[src/rtl/ps2_pkg.sv]
// Shared PS/2 definitions: set-2 scan codes, the game-key map and the frame FSM states.
package ps2_pkg;

    typedef enum logic [1:0] {
        IDLE   = 2'd0,
        DATA   = 2'd1,
        PARITY = 2'd2,
        STOP   = 2'd3
    } rxState_e;

    localparam logic [7:0] SC_EXT   = 8'hE0;
    localparam logic [7:0] SC_BRK   = 8'hF0;
    localparam logic [7:0] SC_W     = 8'h1D;
    localparam logic [7:0] SC_S     = 8'h1B;
    localparam logic [7:0] SC_A     = 8'h1C;
    localparam logic [7:0] SC_D     = 8'h23;
    localparam logic [7:0] SC_UP    = 8'h75;
    localparam logic [7:0] SC_DOWN  = 8'h72;
    localparam logic [7:0] SC_LEFT  = 8'h6B;
    localparam logic [7:0] SC_RIGHT = 8'h74;

    localparam int NUM_KEYS = 8;

    // {ext, code} per key, in output order p1 up/down/left/right then p2 up/down/left/right.
    localparam logic [8:0] KEY_MAP [NUM_KEYS] = '{
        {1'b0, SC_W},  {1'b0, SC_S},    {1'b0, SC_A},    {1'b0, SC_D},
        {1'b1, SC_UP}, {1'b1, SC_DOWN}, {1'b1, SC_LEFT}, {1'b1, SC_RIGHT}
    };

endpackage

[src/rtl/ps2_rx_frame.sv]
// PS/2 receiver: line synchroniser, clock glitch filter, 11-bit frame FSM and mid-frame timeout.
module ps2_rx_frame
    import ps2_pkg::*;
#(
    parameter int SYNC_STAGES    = 2,
    parameter int FILTER_LEN     = 8,
    parameter int TIMEOUT_CYCLES = 20000
) (
    input  logic       clk,
    input  logic       reset,
    input  logic       ps2Clk,
    input  logic       ps2Data,
    output logic [7:0] rxByte,
    output logic       byteValid,
    output logic       err
);

    localparam int FW = $clog2(FILTER_LEN + 1);
    localparam int TW = $clog2(TIMEOUT_CYCLES + 1);

    logic [SYNC_STAGES-1:0] clkSyncReg;
    logic [SYNC_STAGES-1:0] dataSyncReg;
    logic                   clkS;
    logic                   dataS;
    logic                   filtLevelReg;
    logic [FW-1:0]          filtCntReg;
    logic                   fallEn;

    rxState_e      stateReg, stateNext;
    logic [2:0]    bitCntReg, bitCntNext;
    logic [7:0]    shiftReg, shiftNext;
    logic          parityReg, parityNext;
    logic [TW-1:0] timeoutReg, timeoutNext;

    assign clkS  = clkSyncReg[SYNC_STAGES-1];
    assign dataS = dataSyncReg[SYNC_STAGES-1];

    // The filtered level flips on the FILTER_LEN-th consecutive differing sample.
    assign fallEn = filtLevelReg && !clkS && (filtCntReg == FW'(FILTER_LEN - 1));

    always_ff @(posedge clk or posedge reset) begin
        if (reset) begin
            clkSyncReg   <= '1;
            dataSyncReg  <= '1;
            filtLevelReg <= 1'b1;
            filtCntReg   <= '0;
        end else begin
            clkSyncReg  <= {clkSyncReg[SYNC_STAGES-2:0], ps2Clk};
            dataSyncReg <= {dataSyncReg[SYNC_STAGES-2:0], ps2Data};
            if (clkS == filtLevelReg) begin
                filtCntReg <= '0;
            end else if (filtCntReg == FW'(FILTER_LEN - 1)) begin
                filtLevelReg <= clkS;
                filtCntReg   <= '0;
            end else begin
                filtCntReg <= filtCntReg + FW'(1);
            end
        end
    end

    always_ff @(posedge clk or posedge reset) begin
        if (reset) begin
            stateReg   <= IDLE;
            bitCntReg  <= '0;
            shiftReg   <= '0;
            parityReg  <= 1'b0;
            timeoutReg <= '0;
        end else begin
            stateReg   <= stateNext;
            bitCntReg  <= bitCntNext;
            shiftReg   <= shiftNext;
            parityReg  <= parityNext;
            timeoutReg <= timeoutNext;
        end
    end

    always_comb begin
        stateNext   = stateReg;
        bitCntNext  = bitCntReg;
        shiftNext   = shiftReg;
        parityNext  = parityReg;
        byteValid   = 1'b0;
        err         = 1'b0;
        timeoutNext = (stateReg == IDLE || fallEn) ? '0 : timeoutReg + TW'(1);

        if (fallEn) begin
            case (stateReg)
                IDLE: begin
                    if (!dataS) begin
                        stateNext  = DATA;
                        bitCntNext = '0;
                    end
                end
                DATA: begin
                    shiftNext  = {dataS, shiftReg[7:1]};
                    bitCntNext = bitCntReg + 3'd1;
                    if (bitCntReg == 3'd7) stateNext = PARITY;
                end
                PARITY: begin
                    parityNext = dataS;
                    stateNext  = STOP;
                end
                STOP: begin
                    stateNext = IDLE;
                    if (dataS && (^{shiftReg, parityReg})) byteValid = 1'b1;
                    else                                   err       = 1'b1;
                end
                default: stateNext = IDLE;
            endcase
        end else if (stateReg != IDLE && timeoutReg == TW'(TIMEOUT_CYCLES)) begin
            stateNext   = IDLE;
            err         = 1'b1;
            timeoutNext = '0;
        end
    end

    assign rxByte = shiftReg;

endmodule

[src/rtl/ps2_key_decoder.sv]
// PS/2 set-2 keyboard decoder: tracks E0/F0 prefixes and holds eight game-key levels.
module ps2_key_decoder
    import ps2_pkg::*;
#(
    parameter int SYNC_STAGES    = 2,
    parameter int FILTER_LEN     = 8,
    parameter int TIMEOUT_CYCLES = 20000
) (
    input  logic       clk,
    input  logic       reset,
    input  logic       ps2_clk,
    input  logic       ps2_data,
    output logic       p1_up,
    output logic       p1_down,
    output logic       p1_left,
    output logic       p1_right,
    output logic       p2_up,
    output logic       p2_down,
    output logic       p2_left,
    output logic       p2_right,
    output logic       scan_valid,
    output logic [7:0] scan_code,
    output logic       frame_err
);

    logic [7:0]          rxByte;
    logic                byteValid;
    logic                rxErr;
    logic                extReg;
    logic                brkReg;
    logic [NUM_KEYS-1:0] keyReg;

    ps2_rx_frame #(
        .SYNC_STAGES   (SYNC_STAGES),
        .FILTER_LEN    (FILTER_LEN),
        .TIMEOUT_CYCLES(TIMEOUT_CYCLES)
    ) u_rx (
        .clk      (clk),
        .reset    (reset),
        .ps2Clk   (ps2_clk),
        .ps2Data  (ps2_data),
        .rxByte   (rxByte),
        .byteValid(byteValid),
        .err      (rxErr)
    );

    always_ff @(posedge clk or posedge reset) begin
        if (reset) begin
            scan_valid <= 1'b0;
            scan_code  <= '0;
            frame_err  <= 1'b0;
            extReg     <= 1'b0;
            brkReg     <= 1'b0;
        end else begin
            scan_valid <= byteValid;
            frame_err  <= rxErr;
            if (byteValid) scan_code <= rxByte;
            if (rxErr) begin
                extReg <= 1'b0;
                brkReg <= 1'b0;
            end else if (byteValid) begin
                if (rxByte == SC_EXT) begin
                    extReg <= 1'b1;
                end else if (rxByte == SC_BRK) begin
                    brkReg <= 1'b1;
                end else begin
                    extReg <= 1'b0;
                    brkReg <= 1'b0;
                end
            end
        end
    end

    // Prefix bytes never appear in KEY_MAP, so a plain {ext, byte} match is sufficient.
    genvar gi;
    generate
        for (gi = 0; gi < NUM_KEYS; gi++) begin : g_key
            always_ff @(posedge clk or posedge reset) begin
                if (reset) begin
                    keyReg[gi] <= 1'b0;
                end else if (byteValid && ({extReg, rxByte} == KEY_MAP[gi])) begin
                    keyReg[gi] <= ~brkReg;
                end
            end
        end
    endgenerate

    assign p1_up    = keyReg[0];
    assign p1_down  = keyReg[1];
    assign p1_left  = keyReg[2];
    assign p1_right = keyReg[3];
    assign p2_up    = keyReg[4];
    assign p2_down  = keyReg[5];
    assign p2_left  = keyReg[6];
    assign p2_right = keyReg[7];

endmodule

[config.mk]
export PLATFORM = sky130hd
export DESIGN_NAME = ps2_key_decoder
export DESIGN_NICKNAME = d
export VERILOG_FILES = /design/src/rtl/ps2_pkg.sv /design/src/rtl/ps2_rx_frame.sv /design/src/rtl/ps2_key_decoder.sv
export SDC_FILE = /design/constraint.sdc
export NUM_CORES = 1
export LEC_CHECK = 0
export ABC_CLOCK_PERIOD_IN_PS = 5410
export BUFFER_PORTS_ARGS = -buffer_cell sky130_fd_sc_hd__buf_4
export CORE_UTILIZATION = 59
export DETAILED_ROUTE_END_ITERATION = 8
export PLACE_DENSITY = 0.78
export SYNTH_ARGS = -nofsm -noshare
export SYNTH_HDL_FRONTEND = slang
export SYNTH_SLANG_ARGS = --single-unit
[constraint.sdc]
create_clock -name clk -period 5.41 [get_ports clk]
set_input_delay 0.2705 -clock clk [delete_from_list [all_inputs] [get_ports clk]]
set_output_delay 0.2705 -clock clk [all_outputs]
set_load 0.01 [all_outputs]
# Word-level counts from Yosys, hierarchy flattened
# Index checks and enable logic that the tools add are counted.
# word_totals
ff_bits	58
latch_bits	0
ram_bits	0
mem_bits_ro	0
inputBits	4
out_inout_bits	18
word_cells	103
memories	0
# classes
n_addsub	3
multipliers	0
div_mod_pow	0
n_lt_le_gt_ge	0
eq_ne	22
shifts	0
mux	27
n_bitwise	2
reduce_logical	27
# ops
op	count
$mux 15	3
$eq 9x9->1 const B	4
$eq 9x5->1 const B	3
$eq 8x8->1 const B	2
$add 15x1->15 const B	1
$eq 15x15->1 const B	1
$mux 1	15
$logic_and 1x1->1	12
$reduce_and 2->1	5
$eq 9x6->1 const B	1
$ne 3x3->1 const B	3
$reduce_xor 9->1	1
$mux 2	4
$mux 4	2
$pmux 2 s4	1
$reduce_bool 2->1	4
$pmux 3 s2	1
$reduce_and 3->1	2
$add 4x1->4 const B	1
$eq 2x2->1 const B	2
$eq 4x3->1 const B	1
$ne 2x2->1 const B	2
$add 3x1->3 const B	1
$eq 3x3->1 const B	1
other kinds (7)	8

# Logic depth before layout (Yosys ltp)
# Gate-level depths: netlist (run 1).
# depth
ltp_word	7
ltp_mapped	8
ltp_nobuf	7

# Hierarchy
# From an unflattened synthesis (run 1), not the netlist that was laid out.
# hier_totals
hier_cells	259
area_unflattened_um2	2900.3
# modules_own_cells
module	n_inst	cells_per_inst	area_per_inst_um2	seq_area_each_um2
ps2_rx_frame	1	180	1948.1	957.2
ps2_key_decoder	1	79	952.2	500.5

# Worst setup path after synthesis (run 1)
# Ideal clock, no wire load.
# synth_path
path_kind	register to register
from	register u_rx.shiftReg[5], in the netlist u_rx.rxByte[5]
to	register scan_code[6]
setup_time_ns	0.125
arrival_time_ns	1.822
t_required_ns	5.285
path_slack_ns	3.463
path_stages_with_launch	7
n_path_buf	1
period_less_slack_ns	1.947
cell_sequence	dfrtp_1 > buf_2 > xnor2_1 > xnor2_2 > xnor3_2 > nand3_4 > mux2_4
# synth_between
elab_chain_cells	5
# synth_rtl
element	line	source
start, declared	ps2_rx_frame.sv:31	logic [7:0] shiftReg, shiftNext;
start signal, assigned	ps2_rx_frame.sv:71	shiftReg <= shiftNext;
$reduce_xor 9->1	ps2_rx_frame.sv:105	if (dataS && (^{shiftReg, parityReg})) byteValid = 1'b1;
$logic_and 1x1->1	ps2_rx_frame.sv:105	
$mux 1	ps2_rx_frame.sv:105	
$mux 1	ps2_rx_frame.sv:87	case (stateReg)
$mux 1	ps2_rx_frame.sv:86	if (fallEn) begin
end signal, assigned	ps2_key_decoder.sv:57	if (byteValid) scan_code <= rxByte;
end, declared	ps2_key_decoder.sv:22	output logic [7:0] scan_code,
# No other way between the ends.
# A chain may end at the register's enable or synchronous reset.

# Worst setup path in the final report (run 1)
# layout_path
from	register u_rx.filtCntReg[0]
to	register keyReg[6], in the netlist p2_left
# layout_between
elab_chain_cells	4
# layout_rtl
element	line	source
start, declared	ps2_rx_frame.sv:26	logic [FW-1:0] filtCntReg;
start signal, assigned	ps2_rx_frame.sv:56	filtCntReg <= filtCntReg + FW'(1);
$eq 4x3->1	ps2_rx_frame.sv:39	assign fallEn = filtLevelReg && !clkS && (filtCntReg == FW'(FILTER_LEN - 1));
$logic_and 1x1->1	ps2_rx_frame.sv:39	
$mux 1	ps2_rx_frame.sv:86	
$logic_and 1x1->1	ps2_key_decoder.sv:81	end else if (byteValid && ({extReg, rxByte} == KEY_MAP[gi])) begin
end signal, assigned by index	ps2_key_decoder.sv:82	keyReg[gi] <= ~brkReg;
end, declared	ps2_key_decoder.sv:31	logic [NUM_KEYS-1:0] keyReg;
# No other way between the ends.

==> results of run 1 <==
-- cells in the mapped netlist (4+ instances only) --
cell      n  area [um^2]
dfrtp_1  53         1330
mux2_4    8          120
ha_1     10          125
nor4_1    7         43.8
and3_1    6         37.5
xnor2_1  11         96.3
a21oi_1   5         25.0
o21ai_0   7         35.0
xor2_1    8         70.1
dfstp_2   5          131
mux2i_1  10          100
nand3_1   7         35.0
buf_2     4         20.0
nor3_1    7         35.0
mux2_2    9          101
nand2_1  17         63.8
inv_1    19         71.3
nor2_1   21         78.8
-- layer usage --
| metal | routed length, um | part of all wire |
|---|---|---|
| met5 | 0 | 0 |
| met4 | 61 | 0.014 |
| met3 | 179 | 0.040 |
| met2 | 2110 | 0.47 |
| met1 | 2110 | 0.47 |
-- registers in the layout (all words and copies together), names as in the netlist, 2 cells and up --
register and cells:
u_rx.bitCntReg 3, u_rx.dataSyncReg 2, u_rx.timeoutReg 15, u_rx.filtCntReg 4, u_rx.clkSyncReg 2, u_rx.rxByte 8
u_rx.stateReg 2, scan_code 8
-- cell type report --
class	count	area (um^2)	area share
well taps	52	65.1	0.0205
multi-input cells	163	1240	0.390
inverters	19	71.3	0.0225
flip-flops and latches	58	1460	0.460
repair buffers	22	165	0.0522
clock buffers	11	141	0.0446
clock inverters	5	30.0	0.00948
-- per-stage QoR --
step	hold slack [ns]	util	worst slack (ns)	area, um^2
6_report	0.0488	0.708	3.34	3170
5_1_grt	0.0235	0.708	3.20	3170
4_1_cts	0.0311	0.708	3.34	3170
3_5_place_dp	0.347	0.669	3.35	3000
3_3_place_gp	0.346	0.669	3.39	3000
2_1_floorplan	0.275	-	3.46	2810
-- cell families (layout without fill, tap and decap cells) --
group,after synthesis,after routing,synth area share
AND/OR/NAND/NOR,90,90,0.176
buffers and inverters,28,57,0.0397
adder cells (fa/ha/maj),10,10,0.0446
XOR/XNOR,21,21,0.0736
AO/OA/AOI/OAI,15,15,0.0317
flip-flops,58,58,0.520
multiplexers,27,27,0.115
-- final timing paths --
path | from | end | depth (start not counted) | slack (ns)
worst max-delay path | u_rx.filtCntReg[0]$_DFF_PP0_ | p2_left$_DFFE_PP0P_ | 6 | 3.34
worst min-delay path | ps2_data | u_rx.dataSyncReg[0]$_DFF_PP1_ | 1 | 0.05
worst max register to register | u_rx.filtCntReg[0]$_DFF_PP0_ | p2_left$_DFFE_PP0P_ | 6 | 3.34
worst min register to register | u_rx.clkSyncReg[0]$_DFF_PP1_ | u_rx.clkSyncReg[1]$_DFF_PP1_ | 0 | 0.35
max in group asynchronous | reset | u_rx.filtCntReg[3]$_DFF_PP0_ | 3 | 4.81
min in group asynchronous | reset | scan_code[2]$_DFFE_PP0P_ | 3 | 0.13
-- power by group --
part           switching [uW]  total, uW  internal [uW]
Sequential               7.67        454            446
Combinational            16.9       29.7           12.8
Clock                     166        342            176
-- critical path: cells and delay by family, from the launching register on --
kind                       cells  cell delay, ns
adders and majority gates      1            0.23
DFF                            1            0.37
muxes                          1            0.20
and+or+nand+nor                4            1.22
==> results by group, run 1 <==
Floorplan
  • Io pins: 22
  • Die area: 5030 um^2
  • Core ar.: 4470 um^2
  • Row cnt: 24
  • Initial Utilization: 0.627
  • Die extent in x: 71.0 um
  • Chip height: 71.0 um

Power
  • Pleak: 0.00150 uW
  • Pwr dens: 261 nW/um^2
  • Worst vdd ir: 216 uV
  • Total design power: 826 uW

Setup path
  • Arr. time, crit path: 2.33 ns
  • Startpoint types: flip-flop
  • Critical Path RT: 5.66 ns
  • Max incr delay on CP: 0.55 ns
  • CP Capture Type: flip-flop
  • Critical path peak fanout: 5
  • Crit path kind: flip-flop to flip-flop
  • Crit-path cells: ha_1 -> and3b_1 -> nand3_1 -> or4_1 -> nor3_1 -> mux2i_1
  • Slowest-stage cell, CP: or4_1

Logic synthesis
  • Number of enable flip-flop cells after synthesis: 0
  • Sequential area share after synthesis: 0.520
  • #FFs+latches synth: 58
  • Syn_nets: 263
  • Yosys warns: 0
  • Yosys cell types: 40
  • Avg Inst Size Synth: 11.3 um^2
  • Synth async-reset ratio: 1.00
  • Mapped Area: 2810 um^2
  • Top_reg_cell synth: dfrtp_1
  • Post-Syn Instances: 249

Finish
  • Cell Count, Final, Fillers Out: 330
  • Commonest non-fill, non-tap cell in the layout: dfrtp_1
  • Antenna cells: 0
  • Final Net Count: 287
  • Area Overhead vs Synth: 12.9%
  • Most frequent cells in the layout: dfrtp_1, buf_4, nor2_1
  • FILL cells: 338
  • Fraction of layout cells with a size suffix above 1: 0.234

STA
  • Fmax: 0.483 GHz
  • Relative slew slack: 0.539
  • Max-slew violations: 0
  • Worst-Margin Slew: 0.691 ns
  • Setup_tns: 0 ns
  • Setup violations, final: 0
  • RSZ-0062 raised after global routing: no
  • Fin. Hold Viols: 0
  • Clk_skew: 0.00881 ns
  • Final period util: 0.383
  • Crit path time final: 2.07 ns

Outcome
  • Outcome: complete, no violations

Routing
  • WL final: 4.46 mm
  • Drt first pass iters: 6
  • Post-route ant nets: 0
  • DRC violations left: 0
  • Initial DRC count: 109
  • Drt wl/cell: 13.5 um
  • Vias per Instance: 5.61
  • Via count: 1852

GRT
  • Met2 Track Usage GR: 0.323
  • Initial antenna violation count: 0
  • GRT overflow: 0
  • Number of global-route vias before repair: 1749
  • Met3 Track Usage GR: 0.0527
  • Met1 usage: 0.256
  • Largest net degree at the start of global routing: 59
  • First-pass GRT wire length: 7.81 mm
  • GRT Util Overall: 0.202
  • Grt peak-use layer: met2

Flow run
  • Maxcap violations: 0

Placed design
  • Final HPWL DP: 3.02 mm
  • Dpl cells: 314
  • Gpl congestion: 0.854
  • Port bufs: 21

Clocking
  • Root Buffer: clkbuf_8
  • Cts-stage hold buffer count: 0
  • Clk Latency, worst-skew pair: 0.33 ns
  • CTS resizes: 0
  • CTS H-tree depth: 3
  • CTS tree: built
  • Worst-path clk slew: 0.07 ns
  • Bufs on Longest Clock Path: 2
  • Clk sink count: 58
  • TritonCTS Buffers: 9
  • Post-CTS setup buffer count: 0

Min path
  • Hold Crit Class: input port to flip-flop
No activity file was read; power rests on OpenSTA's default activity.
==> run 2: changes to the inputs <==
--- a/config.mk
+++ b/config.mk
@@ -5,7 +5,7 @@
 export SDC_FILE = /design/constraint.sdc
 export NUM_CORES = 1
 export LEC_CHECK = 0
-export ABC_CLOCK_PERIOD_IN_PS = 5410
+export ABC_CLOCK_PERIOD_IN_PS = 2100
 export BUFFER_PORTS_ARGS = -buffer_cell sky130_fd_sc_hd__buf_4
 export CORE_UTILIZATION = 59
 export DETAILED_ROUTE_END_ITERATION = 8
==> constraint.sdc (replaced) <==
create_clock -name clk -period 2.1 [get_ports clk]
set_input_delay 0.105 -clock clk [delete_from_list [all_inputs] [get_ports clk]]
set_output_delay 0.105 -clock clk [all_outputs]
set_load 0.01 [all_outputs]
==> results by group, run 2 (synthesis gave the netlist of run 1 again) <==
Clocking
  • Post-CTS setup buffer count: 0
  • CTS H-tree depth: 3
  • Root Buffer: clkbuf_8
  • Clk sink count: 58
  • CTS tree: built
  • Worst-path clk slew: 0.06 ns
  • TritonCTS Buffers: 9
  • Clk Latency, worst-skew pair: 0.33 ns
  • Bufs on Longest Clock Path: 2

STA
  • Worst-Margin Slew: 0.696 ns
  • Crit path time final: 1.96 ns
  • Fmax: 0.510 GHz
  • RSZ-0062 raised after global routing: no
  • Setup_tns: 0 ns
  • Max-slew violations: 0
  • Setup violations, final: 0
  • Fin. Hold Viols: 0
  • Relative slew slack: 0.536
  • Final period util: 0.934
  • Clk_skew: 0.00532 ns
  • Final hold slack: 0.356 ns

Min path
  • WHS Endpoint: u_rx.dataSyncReg[1]$_DFF_PP1_
  • Worst hold start: u_rx.dataSyncReg[0]$_DFF_PP1_
  • Hold Crit Class: flip-flop to flip-flop
  • Hold path depth: 0

Setup path
  • Worst r2r src: u_rx.filtCntReg[0]$_DFF_PP0_
  • Register-to-Register Path Depth: 6
  • Critical Path RT: 2.31 ns
  • CP Capture Type: flip-flop
  • Critical path peak fanout: 5
  • Startpoint types: flip-flop
  • Reg2Reg Capture Point: p1_right$_DFFE_PP0P_
  • Flop2flop setup slack: 0.14 ns
  • Crit path kind: flip-flop to flip-flop
  • Arr. time, crit path: 2.17 ns

Finish
  • Largest reg by FF count: u_rx.timeoutReg
  • Fraction of layout cells with a size suffix above 1: 0.259
  • Area Overhead vs Synth: 16.5%
  • Commonest non-fill, non-tap cell in the layout: dfrtp_1
  • Most frequent cells in the layout: dfrtp_1, buf_4, nor2_1
  • FILL cells: 323
  • Max FFs per register: 15
  • Final Net Count: 299
  • Design Area, Final: 3270 um^2
  • Final core occ: 0.731
  • Antenna cells: 0

Power
  • Pwr dens: 650 nW/um^2
  • Worst vdd ir: 610 uV
  • Pleak: 0.00156 uW

Routing
  • DRC violations left: 0
  • Vias per Instance: 5.67
  • Via count: 1939
  • Initial DRC count: 156
  • Post-route ant nets: 0
  • Drt first pass iters: 7
  • Drt wl/cell: 14.5 um
  • WL final: 4.96 mm

GRT
  • GRT overflow: 0
  • Number of global-route vias before repair: 1994
  • Initial antenna violation count: 0
  • First-pass GRT wire length: 8.56 mm
  • Largest net degree at the start of global routing: 59
  • GRT Util Overall: 0.224

Placed design
  • Port bufs: 21
  • Final HPWL DP: 3.26 mm
  • Gpl congestion: 0.857
  • DP Area: 3060 um^2

Floorplan
  • Die area: 5030 um^2
  • Chip height: 71.0 um
  • Row cnt: 24
  • Core ar.: 4470 um^2
  • Io pins: 22
  • Die extent in x: 71.0 um
  • Initial Utilization: 0.627

Flow run
  • Maxcap violations: 0

Outcome
  • Outcome: complete, no violations
==> run 2: cell types whose count changed in the layout (fill, tap and decap cells not counted), sizes merged <==
cell and change:
clkbuf +2, dlygate4sd3 +3, clkinvlp -2, buf +9
==> run 2: critical path, cell delays in order (launching register included) <==
cell and delay, ns:
dfrtp_1 0.38, ha_1 0.18, and3b_2 0.23, nand3_1 0.11, or4_1 0.55, nand4bb_1 0.24
mux2i_1 0.15
==> run 2: power breakdown <==
part	switching [uW]	leakage, uW	internal [uW]
clock	411	0.0000872	455
sequential	20.8	0.000791	1150
combinational	47.9	0.000684	41.5
total	479	0.00156	1650
==> run 2: worst max-delay path by stage <==
stage                     slack, ns                             to                         start  cells after the start
after floorplan                0.15       scan_code[6]$_DFFE_PP0P_    u_rx.rxByte[5]$_DFFE_PP0P_                      6
after global placement         0.17            p2_left$_DFFE_PP0P_  u_rx.filtCntReg[0]$_DFF_PP0_                      6
after detailed placement       0.12            p2_left$_DFFE_PP0P_  u_rx.filtCntReg[0]$_DFF_PP0_                      6
after CTS                       0.1            p2_left$_DFFE_PP0P_  u_rx.filtCntReg[0]$_DFF_PP0_                      6
after global routing          0.007  u_rx.timeoutReg[13]$_DFF_PP0_  u_rx.filtCntReg[0]$_DFF_PP0_                      5
final                          0.14           p1_right$_DFFE_PP0P_  u_rx.filtCntReg[0]$_DFF_PP0_                      6
==> run 2: repair_timing <==
item | 4_1_cts | 5_1_grt
gates resized for setup | 0 | 3
setup endpoints to repair | 0 | 3
hold endpoints to repair | 6 | 0
hold buffers | 3 | 0
==> run 2: layer usage <==
| layer | vias up | routed length [um] | track usage |
|---|---|---|---|
| li1 | 919 | - | - |
| met1 | 960 | 2220 | 0.268 |
| met2 | 48 | 2410 | 0.366 |
| met3 | 12 | 199 | 0.0484 |
| met4 | 0 | 135 | 0.149 |
| met5 | - | 0 | 0 |
==> run 2: metrics by stage <==
step	power, uW	std cells	setup WS [ns]
2_1_floorplan	1240	249	0.153
3_3_place_gp	1270	323	0.165
3_5_place_dp	1280	323	0.115
4_1_cts	2150	342	0.0984
5_1_grt	2210	342	0.00706
6_report	2130	342	0.139
==> run 2: cell type report <==
class	instances	area, um^2	share of cell area
Clock buffer	13	149	0.0455
Sequential cell	58	1460	0.446
Multi-Input combinational cell	163	1250	0.382
Tap cell	52	65.1	0.0199
Timing Repair Buffer	34	263	0.0804
Clock inverter	3	15.0	0.00459
Inverter	19	71.3	0.0218
==> run 3: changes to the inputs <==
--- a/config.mk
+++ b/config.mk
@@ -5,11 +5,11 @@
 export SDC_FILE = /design/constraint.sdc
 export NUM_CORES = 1
 export LEC_CHECK = 0
-export ABC_CLOCK_PERIOD_IN_PS = 2100
+export ABC_CLOCK_PERIOD_IN_PS = 1580
 export BUFFER_PORTS_ARGS = -buffer_cell sky130_fd_sc_hd__buf_4
-export CORE_UTILIZATION = 59
+export CORE_UTILIZATION = 53
 export DETAILED_ROUTE_END_ITERATION = 8
-export PLACE_DENSITY = 0.78
+export PLACE_DENSITY = 0.74
 export SYNTH_ARGS = -nofsm -noshare
 export SYNTH_HDL_FRONTEND = slang
 export SYNTH_SLANG_ARGS = --single-unit
==> constraint.sdc (replaced) <==
create_clock -name clk -period 1.58 [get_ports clk]
set_input_delay 0.079 -clock clk [delete_from_list [all_inputs] [get_ports clk]]
set_output_delay 0.079 -clock clk [all_outputs]
set_load 0.01 [all_outputs]
==> results by group, run 3 (synthesis gave the netlist of run 1 again) <==
STA
  • Final period util: 1.17
  • Clk_skew: 0.00759 ns
  • Final worst setup slack: -0.261 ns
  • Fmax: 0.543 GHz
  • Max-slew violations: 0
  • Fin. Hold Viols: 0
  • Worst-Margin Slew: 0.375 ns
  • Setup violations, final: 44
  • RSZ-0062 raised after global routing: yes
  • Crit path time final: 1.84 ns
  • Relative slew slack: 0.750
  • Final hold slack: 0.286 ns
  • Setup_tns: -7.01 ns

Floorplan
  • Core ar.: 5110 um^2
  • Initial Utilization: 0.549
  • Row cnt: 26
  • Io pins: 22
  • Chip height: 74.8 um
  • Die area: 5590 um^2
  • Die extent in x: 74.8 um

Setup path
  • Critical path peak fanout: 5
  • Worst r2r src: u_rx.rxByte[5]$_DFFE_PP0P_
  • CP Capture Type: flip-flop
  • Crit path kind: flip-flop to flip-flop
  • Startpoint types: flip-flop
  • Arr. time, crit path: 2.06 ns
  • Flop2flop setup slack: -0.26 ns
  • Register-to-Register Path Depth: 5
  • Critical Path RT: 1.80 ns
  • Reg2Reg Capture Point: scan_code[7]$_DFFE_PP0P_

Finish
  • Max FFs per register: 15
  • Area occupied by registers: 1460 um^2
  • Commonest non-fill, non-tap cell in the layout: buf_4
  • Multi-input gate area: 1670 um^2
  • Area Overhead vs Synth: 48.2%
  • Fraction of layout cells with a size suffix above 1: 0.530
  • Final Net Count: 349
  • FILL cells: 275
  • Largest reg by FF count: u_rx.timeoutReg
  • Most frequent cells in the layout: buf_4, dfrtp_1, mux2_4
  • Antenna cells: 0

Routing
  • Via count: 2192
  • DRC violations left: 0
  • Drt first pass iters: 4
  • Initial DRC count: 103
  • WL final: 6.41 mm
  • Post-route ant nets: 0
  • Drt wl/cell: 15.7 um
  • Vias per Instance: 5.37

Placed design
  • DP Worst Slack: -0.261 ns
  • Port bufs: 21
  • Final HPWL DP: 3.99 mm
  • Gpl congestion: 0.813

Clocking
  • Clk Latency, worst-skew pair: 0.33 ns
  • CTS tree: built
  • CTS H-tree depth: 3
  • Root Buffer: clkbuf_8
  • Clk sink count: 58
  • Bufs on Longest Clock Path: 2
  • Worst-path clk slew: 0.06 ns
  • TritonCTS Buffers: 9

GRT
  • Number of global-route vias before repair: 2210
  • Largest net degree at the start of global routing: 43
  • GRT Util Overall: 0.251
  • First-pass GRT wire length: 10.1 mm
  • GRT overflow: 0
  • Initial antenna violation count: 0

Power
  • Pwr dens: 721 nW/um^2
  • Pleak: 0.00193 uW
  • Total design power: 3000 uW
  • Worst vdd ir: 733 uV

Flow run
  • Maxcap violations: 0

Outcome
  • Failing checks: negative setup slack
  • Outcome: finished, violations left

Min path
  • Hold Crit Class: input port to async pin
[run 3: report_power, final]
| part | switching [uW] | internal (uW) | total, uW |
|---|---|---|---|
| Clock | 568 | 702 | 1270 |
| Combinational | 83.4 | 97.8 | 181 |
| Sequential | 19.5 | 1530 | 1550 |
| Total | 671 | 2330 | 3000 |
[run 3: worst max path at each step]
stage | startpoint | to | depth (start not counted)
after CTS | u_rx.parityReg$_DFFE_PP0P_ | p1_right$_DFFE_PP0P_ | 6
after detailed placement | u_rx.rxByte[7]$_DFFE_PP0P_ | scan_code[7]$_DFFE_PP0P_ | 5
final | u_rx.rxByte[5]$_DFFE_PP0P_ | scan_code[7]$_DFFE_PP0P_ | 5
after floorplan | u_rx.rxByte[0]$_DFFE_PP0P_ | scan_code[6]$_DFFE_PP0P_ | 6
after global placement | u_rx.filtLevelReg$_DFFE_PP1P_ | p1_right$_DFFE_PP0P_ | 5
after global routing | u_rx.filtCntReg[0]$_DFF_PP0_ | p1_up$_DFFE_PP0P_ | 7
[run 3: critical path, cell delays in order (launching register included)]
cell     delay [ns]
dfrtp_1        0.42
xnor2_2        0.22
xnor2_2        0.17
xnor3_2        0.46
nand3_4        0.15
mux2_4         0.32
[run 3: per-layer routing]
metal / global-route usage / up-vias / share of wire
li1: - / 1021 / -
met1: 0.282 / 1086 / 0.41
met2: 0.436 / 67 / 0.52
met3: 0.0723 / 18 / 0.045
met4: 0.124 / 0 / 0.026
met5: 0 / - / 0
[run 3: final cells by class]
class | instances | area share
multi-input cells | 164 | 0.402
inverters | 19 | 0.0172
well taps | 70 | 0.0211
clock buffers | 10 | 0.0307
clock inverters | 4 | 0.0108
flip-flops and latches | 58 | 0.351
repair buffers | 83 | 0.167
[run 3: through the flow]
stage	util	area (um^2)	std cells
global placement	0.673	3440	375
global route	0.814	4160	408
detailed placement	0.673	3440	375
CTS	0.776	3960	405
floorplan	-	2910	249
finish	0.814	4160	408
[run 3: what timing repair did]
action                                  in CTS  in global routing
hold buffers                                 3                  0
pin swaps                                   20                 15
setup buffers                               11                  4
hold endpoints to repair                    18                  0
endpoints found under the setup margin      47                 49
cloned                                       2                  0
gates resized for setup                     50                 38
